[src/rtl/if_fetch_unit.sv]
// rtl/if_fetch_unit.sv - instruction fetch stage: PC, imem req/ack, prefetch queue toward IF/ID
// One outstanding request; DISCARD swallows the reply of a request orphaned by a redirect.
module if_fetch_unit #(
  parameter logic [15:0] RESET_PC = 16'h0000,
  parameter int          QDEPTH   = 2
) (
  input  logic        clk,
  input  logic        reset,
  output logic        imem_req,
  output logic [15:0] imem_addr,
  input  logic        imem_ack,
  input  logic [15:0] imem_data,
  input  logic        IFID_enable,
  input  logic        redirect,
  input  logic [15:0] redirect_target,
  output logic        inst_valid,
  output logic [15:0] instOut,
  output logic [15:0] pcAddOut
);

  localparam int PW = (QDEPTH > 1) ? $clog2(QDEPTH) : 1;
  localparam int CW = PW + 1;
  localparam logic [CW-1:0] DEPTH = CW'(QDEPTH);

  typedef enum logic [1:0] {
    IDLE    = 2'd0,
    REQ     = 2'd1,
    DISCARD = 2'd2
  } state_t;

  state_t        state;
  state_t        state_nx;
  logic [15:0]   fetch_pc;
  logic [15:0]   hold_addr;
  logic [15:0]   q_inst [QDEPTH];
  logic [15:0]   q_pc   [QDEPTH];
  logic [PW-1:0] head;
  logic [PW-1:0] tail;
  logic [CW-1:0] count;
  logic [CW-1:0] count_after;
  logic          push;
  logic          pop;

  assign inst_valid  = (count != '0);
  assign pop         = inst_valid & IFID_enable;
  assign push        = (state == REQ) & imem_ack & ~redirect;
  assign count_after = count + CW'(push) - CW'(pop);
  assign instOut     = q_inst[head];
  assign pcAddOut    = q_pc[head];

  always_ff @(posedge clk) begin
    if (reset) begin
      state <= IDLE;
    end else begin
      state <= state_nx;
    end
  end

  always_comb begin
    state_nx = state;
    case (state)
      IDLE: begin
        if (redirect || (count < DEPTH)) begin
          state_nx = REQ;
        end
      end
      REQ: begin
        if (redirect) begin
          state_nx = imem_ack ? REQ : DISCARD;
        end else if (imem_ack) begin
          state_nx = (count_after < DEPTH) ? REQ : IDLE;
        end
      end
      DISCARD: begin
        if (imem_ack) begin
          state_nx = REQ;
        end
      end
      default: state_nx = IDLE;
    endcase
  end

  always_comb begin
    imem_req  = (state != IDLE);
    imem_addr = (state == DISCARD) ? hold_addr : fetch_pc;
  end

  // Redirect flushes the queue and wins over any push/pop in the same cycle.
  always_ff @(posedge clk) begin
    if (reset) begin
      fetch_pc  <= RESET_PC;
      hold_addr <= RESET_PC;
      head      <= '0;
      tail      <= '0;
      count     <= '0;
      for (int i = 0; i < QDEPTH; i++) begin
        q_inst[i] <= '0;
        q_pc[i]   <= '0;
      end
    end else if (redirect) begin
      fetch_pc <= redirect_target & 16'hFFFE;
      head     <= '0;
      tail     <= '0;
      count    <= '0;
      if ((state == REQ) && !imem_ack) begin
        hold_addr <= fetch_pc;
      end
    end else begin
      if (push) begin
        q_inst[tail] <= imem_data;
        q_pc[tail]   <= fetch_pc + 16'd2;
        tail         <= tail + PW'(1);
        fetch_pc     <= fetch_pc + 16'd2;
      end
      if (pop) begin
        head <= head + PW'(1);
      end
      count <= count_after;
    end
  end

endmodule

[config.mk]
export PLATFORM = sky130hd
export DESIGN_NAME = if_fetch_unit
export DESIGN_NICKNAME = d
export VERILOG_FILES = /design/src/rtl/if_fetch_unit.sv
export SDC_FILE = /design/constraint.sdc
export NUM_CORES = 1
export LEC_CHECK = 0
export BUFFER_PORTS_ARGS = -buffer_cell sky130_fd_sc_hd__buf_4
export CORE_AREA = 10 10 109 111
export CTS_BUF_LIST = sky130_fd_sc_hd__clkbuf_16
export DETAILED_ROUTE_END_ITERATION = 8
export DIE_AREA = 0 0 119 121
export PLACE_DENSITY_LB_ADDON = 0.12
export SLEW_MARGIN = 30
export SYNTH_ARGS = -nofsm -noshare
export SYNTH_HDL_FRONTEND = slang
export SYNTH_SLANG_ARGS = --single-unit
export TNS_END_PERCENT = 50
[constraint.sdc]
create_clock -name clk -period 6.6 [get_ports clk]
set_input_delay 0.33 -clock clk [delete_from_list [all_inputs] [get_ports clk]]
set_output_delay 0.33 -clock clk [all_outputs]
set_load 0.02 [all_outputs]
==> results by group, run 1 <==
Outcome
  – Status: finished clean

Placed design
  – Pre-CTS WS: 3630 ps
  – RD Place Congestion: 0.774
  – Post-DP HPWL: roughly 7400 µm
  – # port buffers: 83

GRT
  – Antenna violations before repair: 0
  – Largest net degree at the start of global routing: 37
  – Overflow left after global routing: 0
  – First-pass GRT wire length: roughly 18000 µm
  – Overall routing resource usage: ~15%
  – Vias in the first global route: about 3500

Routing
  – Final wirelength: 10700 µm
  – Routed Antenna Nets: 0
  – Vias per std cell: 5.27
  – Iter 0 DRT Violations: around 280
  – Vias post-DR: around 3300
  – Drt first pass iters: 4
  – Routed WL per cell: about 17 µm
  – DRC: 0

Synth
  – Dominant synthesized flop cell: edfxtp_1
  – Synthesized area: ~4700 µm²
  – Compound-Gate Fraction of Synth Area: roughly 4.9%
  – EDFF count, synth: 62
  – Syn_area_per_cell: roughly 11 µm²
  – Main combinational cell family by area after synthesis: simple AND/OR/NAND/NOR gates
  – Synth cell types: 45
  – Post-synthesis cell count: roughly 430
  – Synth Area in Simple Gates: a little under a fifth
  – Asr flop ratio synth: 0%
  – Top cells by area, synth: edfxtp_1 (39%), dfxtp_1 (16%), mux2_2 (11%)
  – Most frequent cell after synthesis: edfxtp_1
  – Warnings from Yosys: 0
  – Mux contribution to synthesized area: a little under an eighth
  – Top-area cell type share of the netlist area: roughly two fifths
  – Post-synthesis xor/xnor area fraction: 4.99%
  – Synth Area in Adders: less than 1%
  – Seq/Total Area, Yosys: between 50% and 60%
  – Yosys reg bits: 99
  – Cell taking the most area after synthesis: edfxtp_1
  – Top cells by count, synth: edfxtp_1 (62), nor2_1 (47), mux2_2 (46), nand2_1 (39), dfxtp_1 (37)

Setup path
  – Crit Path Class: reg2reg
  – R2r worst-path depth: 6
  – Reg2reg setup slack: between 3000 and 4000 ps
  – WP data required: approximately 6600 ps
  – Crit end category: register
  – Crit. Startpoint: state[0]$_SDFFE_PP0P_
  – Worst setup path end: q_pc[1][12]$_SDFFCE_PN0P_
  – Startpoint Class: register
  – Critical Path AT: a little under 3000 ps
  – Worst flop-to-flop path startpoint: state[0]$_SDFFE_PP0P_
  – CP max FO: 21
  – FF-to-FF End: q_pc[1][12]$_SDFFCE_PN0P_

STA
  – Fin. Hold Viols: 0
  – Hold Worst Slack: approximately 230 ps
  – Worst Skew: around 7.6 ps
  – Setup WS post-layout: 3630 ps
  – Unrepaired setup endpoints after global routing: false
  – Max-slew headroom: 38.3%
  – Final period demand of the worst path: about 3000 ps
  – Setup TNS Final: 0 ps
  – Final setup violation count: 0
  – Slew Limit Fails: 0
  – Least-Margin Pin Slew: approximately 900 ps
  – Final Cycle Share: between 40% and 50%
  – Max frequency: 337 MHz

Clocking
  – Clk buf depth: 2
  – CTS Hold Bufs: 0
  – TritonCTS buffer count: 9
  – Number of gates resized after CTS: 0
  – Clk Latency, worst-skew pair: between 300 and 400 ps
  – H-Tree Level Count: 3
  – Root Driver: clkbuf_16
  – CTS tree: built
  – Setup Buffers After CTS: 0
  – # clock sinks: 99
  – Clock transition at path regs: 70 ps

Die
  – Core ar.: between 9000 and 10000 µm²
  – Initial Utilization: about half
  – Row count: 36
  – Die X: 119 µm
  – Die area: 14400 µm²
  – IO Pins: 87
  – DIE HEIGHT: approximately 120 µm

Pwr
  – Clock Power Share: between 30% and 40%
  – Int Pwr: ~1.0 mW
  – LEAKAGE: roughly 2.2 nW
  – Power per Cell Area: ~240 nW/µm²
  – VDD IR max: around 140 µV
  – Comb power frac: 10.9%
  – Sw frac: around 24%
  – Sequential power share: 50.9%
  – NetSw: 340 µW

Job
  – Max cap viols: 0

Final layout
  – P&R area growth vs syn: 20.2%
  – Layout cell share with drive strength beyond 1: about a third
  – Fillers: around 860
  – ANT cells: 0
  – Fin nets: between 500 and 600

Hold path
  – Worst hold start: redirect_target[3]
  – Worst hold path class: in2reg
[power groups by stage]
| stage | clock network (mW) | registers [mW] | logic (mW) |
|---|---|---|---|
| 5_1_grt | 0.570 | 0.711 | 0.166 |
| 2_1_floorplan | 0 | 0.706 | 0.105 |
| 3_3_place_gp | 0 | 0.719 | 0.151 |
| 6_report | 0.529 | 0.707 | 0.152 |
| 3_5_place_dp | 0 | 0.720 | 0.153 |
| 4_1_cts | 0.535 | 0.707 | 0.154 |
[kinds of logic after synthesis]
logic type	after synthesis
simple gates	169
compound gates	38
buf+inv	43
fa+ha+maj	3
other cells	1
xor+xnor	27
mux	48
flops	99
[cells in the final DEF (no fill, tap or decap), types with 2 or more instances in the layout]
cell type and count:
a311oi_1 3, ha_1 3, nor3_1 8, dfxtp_1 37, nand4_1 7, nor2_1 47, a21oi_1 16, nand2_1 39
or3_1 3, edfxtp_1 62, buf_4 87, a211oi_1 8, xor2_1 10, and3_1 18, and2_1 19, inv_1 7
mux2_2 46, mux2i_1 2, nand2b_1 3, nor4_1 5, o21ai_0 7, clkinvlp_4 3, nand3_1 5, clkbuf_16 9
xnor2_1 17, or2_2 2, conb_1 2
[worst min path at each step]
stage	to	slack, ps	cells past startpoint
5_1_grt	tail$_SDFFE_PP0P_	250	2
3_5_place_dp	hold_addr[11]$_SDFFE_PP0P_	450	2
4_1_cts	fetch_pc[3]$_SDFFE_PP0P_	230	3
2_1_floorplan	hold_addr[10]$_SDFFE_PP0P_	430	2
6_report	fetch_pc[3]$_SDFFE_PP0P_	230	3
3_3_place_gp	hold_addr[15]$_SDFFE_PP0P_	440	2
[sequential cells by signal, indices dropped and copies added (netlist names), named ones only]
name       cells
q_inst        32
tail           1
fetch_pc      15
state          2
head           1
count          2
q_pc          30
hold_addr     15
[critical path, stage by stage (launching register included)]
cell	delay [ps]
dfxtp_1	450
nand3b_1	390
nor3_2	210
buf_4	260
nand2_1	350
nand2_1	580
buf_4	380
[layer usage]
metal	vias to the layer above	wire (µm)	GRT usage [%]
met5	-	0	0
met4	0	142	4.50
met3	8	535	4.75
met2	75	5170	24.1
met1	1603	4820	18.8
li1	1626	-	-
[stage by stage]
| step | cell area, µm² | util [%] | std cells | power (mW) |
|---|---|---|---|---|
| 2_1_floorplan | 4740 | - | 429 | 0.811 |
| 3_3_place_gp | 5380 | 55.8 | 612 | 0.869 |
| 3_5_place_dp | 5380 | 55.8 | 612 | 0.873 |
| 4_1_cts | 5680 | 58.9 | 628 | 1.40 |
| 5_1_grt | 5690 | 59.1 | 628 | 1.45 |
| 6_report | 5690 | 59.1 | 628 | 1.39 |
[area by class of cell]
| class | instances | area (µm²) | share of cell area (%) |
|---|---|---|---|
| tap | 133 | 166 | 2.92 |
| clock buffer | 9 | 225 | 3.96 |
| clock inverter | 7 | 76.3 | 1.34 |
| sequential | 99 | 2600 | 45.7 |
| inverter | 6 | 22.5 | 0.396 |
| timing repair buffer | 87 | 653 | 11.5 |
| multi-input combinational | 287 | 1950 | 34.2 |
No activity file was read; power rests on OpenSTA's default activity.
==> run 2, diff against run 1 <==
==> constraint.sdc (replaced) <==
create_clock -name clk -period 2.5 [get_ports clk]
set_input_delay 0.125 -clock clk [delete_from_list [all_inputs] [get_ports clk]]
set_output_delay 0.125 -clock clk [all_outputs]
set_load 0.02 [all_outputs]
==> results by group, run 2 (same netlist as run 1, synthesis figures left out) <==
STA
  – Setup TNS Final: 0 ps (unchanged)
  – Setup WS post-layout: 418 ps (was 3630 ps)
  – Final setup violation count: 0 (unchanged)
  – Final period demand of the worst path: 2080 ps
  – Worst Skew: 4.96 ps (was 7.58 ps)
  – Final Cycle Share: 83.3%
  – Slew Limit Fails: 0 (unchanged)
  – Fin. Hold Viols: 0 (unchanged)
  – Unrepaired setup endpoints after global routing: false (unchanged)
  – Least-Margin Pin Slew: 536 ps (was 925 ps)
  – Max-slew headroom: 64.2% (was 38.3%)
  – Max frequency: 480 MHz

GRT
  – GR Util met2: 24.1% (about the same)
  – Met3 global-route usage: 3.40% (was 4.75%)
  – Overflow left after global routing: 0 (unchanged)
  – First-pass GRT wire length: 17400 µm (was 17500 µm)
  – Global route hottest layer: met2 (unchanged)
  – Largest net degree at the start of global routing: 37 (unchanged)
  – Overall routing resource usage: 14.9% (was 15.0%)
  – Vias in the first global route: 3369 (was 3459)
  – GR Util met1: 18.9% (was 18.8%)
  – Antenna violations before repair: 0 (unchanged)

Clocking
  – H-Tree Level Count: 3 (unchanged)
  – Clk Latency, worst-skew pair: 340 ps (about the same)
  – # clock sinks: 99 (unchanged)
  – Number of gates resized after CTS: 0 (unchanged)
  – CTS Hold Bufs: 0 (unchanged)
  – CTS tree: built (unchanged)
  – Clock transition at path regs: 60 ps (was 70 ps)
  – Root Driver: clkbuf_16 (unchanged)
  – Setup Buffers After CTS: 0 (unchanged)
  – TritonCTS buffer count: 9 (unchanged)
  – Clk buf depth: 2 (unchanged)

Pwr
  – Power per Cell Area: 627 nW/µm² (was 244 nW/µm²)
  – VDD IR max: 308 µV (was 140 µV)
  – LEAKAGE: 2.27 nW (was 2.22 nW)

Final layout
  – Regs by FF count: q_inst x32, q_pc x30 (unchanged)
  – Fin nets: 540 (was 530)
  – Max reg flops: 32 (unchanged)
  – Most frequent cells in the layout: buf_4 (96), edfxtp_1 (62), nor2_1 (47) (was buf_4 (87), edfxtp_1 (62), nor2_1 (47))
  – Top reg by flops: q_inst (unchanged)
  – ANT cells: 0 (unchanged)
  – Layout cell share with drive strength beyond 1: 33.1% (was 32.1%)
  – Most common cell after layout, fill and taps aside: buf_4 (unchanged)
  – P&R area growth vs syn: 21.4% (was 20.2%)

Placed design
  – Pre-CTS WS: 525 ps (was 3630 ps)
  – RD Place Congestion: 0.785 (was 0.774)
  – Post-DP HPWL: 7490 µm (was 7360 µm)
  – # port buffers: 83 (unchanged)

Setup path
  – Critical Path AT: 1960 ps (was 2980 ps)
  – WP data required: 2380 ps (was 6610 ps)
  – Crit end category: output port (was register)
  – CP max FO: 9 (was 21)
  – Crit Path Class: reg2out (was reg2reg)
  – Startpoint Class: register (unchanged)

Routing
  – Routed Antenna Nets: 0 (unchanged)
  – Vias post-DR: 3304 (was 3312)
  – Routed WL per cell: 16.7 µm (was 17.0 µm)
  – Iter 0 DRT Violations: 170 (was 282)
  – Vias per std cell: 5.18 (was 5.27)
  – Drt first pass iters: 4 (unchanged)
  – DRC: 0 (unchanged)
  – Final wirelength: 10700 µm (about the same)

Die
  – Row count: 36 (unchanged)
  – Core ar.: 9640 µm² (unchanged)
  – DIE HEIGHT: 121 µm (unchanged)
  – Die X: 119 µm (unchanged)
  – IO Pins: 87 (unchanged)
  – Die area: 14400 µm² (unchanged)
  – Initial Utilization: 49.1% (unchanged)

Outcome
  – Status: finished clean (unchanged)

Hold path
  – Worst hold path class: in2reg (unchanged)

Job
  – Max cap viols: 0 (unchanged)
run 2: power breakdown:
group	switching, mW	leakage (nW)	internal, mW
Sequential	0.0621	0.947	1.80
Combinational	0.221	1.18	0.187
Clock	0.573	0.142	0.762
Total	0.856	2.27	2.75
run 2: layout make-up:
type	count	area, µm²
multi-input cells	287	1930
repair buffers	97	741
flip-flops and latches	99	2600
fillers	831	3890
clock inverters	7	60.1
well taps	133	166
inverters	6	22.5
clock buffers	9	225
run 2: critical path: stages (launching register included):
cell and delay (ps):
dfxtp_1 450, nand2b_1 390, buf_4 260, mux2_2 350, buf_4 160
run 2: worst paths after layout:
check / start / end / slack [ps] / cells after the start
hold / removal: redirect_target[3] / fetch_pc[3]$_SDFFE_PP0P_ / 20 / 3
hold reg to reg: hold_addr[2]$_SDFFE_PP0P_ / hold_addr[2]$_SDFFE_PP0P_ / 450 / 2
setup / recovery: state[0]$_SDFFE_PP0P_ / imem_addr[7] / 420 / 4
setup reg to reg: count[1]$_SDFF_PP0_ / state[0]$_SDFFE_PP0P_ / 520 / 9
run 2: layer usage:
metal,share of wire (%),wire length (µm),vias up
li1,-,-,1653
met1,46,4880,1566
met2,48,5100,69
met3,4.6,490,16
met4,1.8,189,0
met5,0,0,-
run 2: stage by stage:
step / util (%) / hold slack, ps / cell area [µm²] / total power [mW] / std cells
3_5_place_dp: 56.7 / 366 / 5470 / 2.31 / 622
2_1_floorplan: - / 269 / 4740 / 2.14 / 429
3_3_place_gp: 56.7 / 358 / 5470 / 2.31 / 622
4_1_cts: 59.7 / 9.49 / 5750 / 3.64 / 638
6_report: 59.7 / 18.4 / 5750 / 3.61 / 638
5_1_grt: 59.7 / 48.0 / 5750 / 3.74 / 638
==> run 3, diff against run 2 <==
==> constraint.sdc (replaced) <==
create_clock -name clk -period 1.9 [get_ports clk]
set_input_delay 0.095 -clock clk [delete_from_list [all_inputs] [get_ports clk]]
set_output_delay 0.095 -clock clk [all_outputs]
set_load 0.02 [all_outputs]
==> results by group, run 3 (same netlist as run 1, synthesis figures left out) <==
Setup path
  – Cell family with most CP delay: adder cells (was flip-flops)
  – Worst Path Buf+Inv: 1 (was 2)
  – Slowest-stage cell, CP: dfxtp_2 (was dfxtp_1)
  – Crit Path Class: reg2reg (was reg2out)
  – Most used cell, CP: ha_4 (was buf_4)
  – Crit end category: register (was output port)
  – CP max FO: 2 (was 9)
  – CP Cell Sequence: or2_4 > and2_4 > ha_4 > inv_2 > ha_4 > xor2_2 > xnor2_2 > o21ai_1 > a21oi_1 (was nand2b_1 > buf_4 > mux2_2 > buf_4)
  – Critical Path AT: 2030 ps (was 1960 ps)
  – Startpoint Class: register (unchanged)
  – WP data required: 2120 ps (was 2380 ps)
  – Worst path max stage delay: 320 ps (was 450 ps)

Placed design
  – RD Place Congestion: 0.851 (was 0.785)
  – # port buffers: 83 (unchanged)
  – Dpl cell area: 5610 µm² (was 5470 µm²)
  – Pre-CTS WS: -43.7 ps (was 525 ps)
  – Placed cells: 637 (was 622)
  – Post-DP HPWL: 7720 µm (was 7490 µm)

Routing
  – Routed Antenna Nets: 0 (unchanged)
  – Vias post-DR: 3405 (was 3304)
  – Drt first pass iters: 4 (unchanged)
  – Iter 0 DRT Violations: 179 (was 170)
  – Routed WL per cell: 16.8 µm (was 16.7 µm)
  – Final wirelength: 11000 µm (was 10700 µm)
  – Vias per std cell: 5.19 (was 5.18)
  – DRC: 0 (unchanged)

STA
  – Hold Worst Slack: 14.5 ps (was 18.4 ps)
  – Unrepaired setup endpoints after global routing: true (was false)
  – Final Cycle Share: between 90 and 100%
  – Max frequency: approximately 550 MHz
  – Worst Skew: 5.34 ps (was 4.96 ps)
  – Max-slew headroom: 39.0% (was 64.2%)
  – Final period demand of the worst path: between 1500 and 2000 ps
  – Fin. Hold Viols: 0 (unchanged)
  – Least-Margin Pin Slew: 910 ps (was 536 ps)
  – Setup WS post-layout: 93.3 ps (was 418 ps)
  – Final setup violation count: 0 (unchanged)
  – Slew Limit Fails: 0 (unchanged)

Pwr
  – Power per Cell Area: 808 nW/µm² (was 627 nW/µm²)
  – VDD IR max: 415 µV (was 308 µV)
  – LEAKAGE: 2.37 nW (was 2.27 nW)
  – Tot Pwr: 4.85 mW (was 3.61 mW)

Final layout
  – Most frequent cells in the layout: buf_4 (109), edfxtp_1 (62), nor2_1 (47) (was buf_4 (96), edfxtp_1 (62), nor2_1 (47))
  – P&R area growth vs syn: 26.6% (was 21.4%)
  – Seq. cell area: 2610 µm² (was 2600 µm²)
  – Max reg flops: 32 (unchanged)
  – Fillers: 817 (was 831)
  – Post-route cell area: 6000 µm² (was 5750 µm²)
  – Fin nets: 558 (was 540)
  – Multi-input logic area: 2000 µm² (was 1930 µm²)
  – ANT cells: 0 (unchanged)
  – Most common cell after layout, fill and taps aside: buf_4 (unchanged)
  – Top reg by flops: q_inst (unchanged)
  – Regs by FF count: q_inst x32, q_pc x30 (unchanged)
  – Fin cells: 656 (was 638)
  – Layout cell share with drive strength beyond 1: 37.5% (was 33.1%)

Die
  – Die area: 14400 µm² (unchanged)
  – Core ar.: 9640 µm² (unchanged)
  – IO Pins: 87 (unchanged)
  – Die X: 119 µm (unchanged)
  – Row count: 36 (unchanged)
  – Initial Utilization: 49.1% (unchanged)
  – DIE HEIGHT: 121 µm (unchanged)

Hold path
  – Worst hold path class: in2reg (unchanged)

GRT
  – Antenna violations before repair: 0 (unchanged)
  – Overall routing resource usage: 15.5% (was 14.9%)
  – First-pass GRT wire length: 18200 µm (was 17400 µm)
  – Largest net degree at the start of global routing: 37 (unchanged)
  – Vias in the first global route: 3650 (was 3369)
  – Overflow left after global routing: 0 (unchanged)

Clocking
  – Clk buf depth: 2 (unchanged)
  – Clock transition at path regs: 70 ps (was 60 ps)
  – Root Driver: clkbuf_16 (unchanged)
  – H-Tree Level Count: 3 (unchanged)
  – CTS tree: built (unchanged)
  – # clock sinks: 99 (unchanged)
  – Clk Latency, worst-skew pair: 340 ps (about the same)
  – TritonCTS buffer count: 9 (unchanged)

Outcome
  – Status: finished clean (unchanged)

Job
  – Max cap viols: 0 (unchanged)
-- run 3: where the power goes --
part	switching, mW	leakage (nW)	internal (mW)
sequential	0.0573	0.949	2.37
clock	0.787	0.141	1.02
combinational	0.331	1.28	0.281
-- run 3: routing by layer --
metal | up-vias | track usage, % | share of wire (%)
met3 | 16 | 3.40 | 4.2
met5 | - | 0 | 0
met2 | 78 | 24.7 | 47
met1 | 1625 | 20.0 | 47
met4 | 0 | 6.49 | 1.9
li1 | 1686 | - | -
-- run 3: final cells by class --
cell class / instances / share of cell area (%)
Sequential cell: 99 / 43.5
Multi-Input combinational cell: 287 / 33.3
Timing Repair Buffer: 115 / 15.2
Clock buffer: 9 / 3.76
Tap cell: 133 / 2.78
Clock inverter: 7 / 1.13
Inverter: 6 / 0.376
-- run 3: what timing repair did --
item | CTS | global route
pin swaps | 3 | 6
hold buffers | 2 | 0
endpoints found under the hold margin | 2 | 0
buffers inserted | 0 | 1
gates resized for setup | 5 | 10
setup endpoints to repair | 1 | 14
-- run 3: through the flow --
stage	setup TNS [ps]	utilization, %
final	0	62.2
after global routing	-27.4	62.2
after CTS	0	61.6
after detailed placement	-43.7	58.2
after global placement	0	58.2
after floorplan	-4470	-
-- run 3: worst paths after layout --
| kind | from | to | slack [ps] | cells after the start |
|---|---|---|---|---|
| worst max register to register | count[0]$_SDFF_PP0_ | state[0]$_SDFFE_PP0P_ | 90 | 9 |
| worst min register to register | hold_addr[7]$_SDFFE_PP0P_ | hold_addr[7]$_SDFFE_PP0P_ | 460 | 2 |
| worst min-delay path | redirect | count[1]$_SDFF_PP0_ | 10 | 2 |
| worst max-delay path | count[0]$_SDFF_PP0_ | state[0]$_SDFFE_PP0P_ | 90 | 9 |
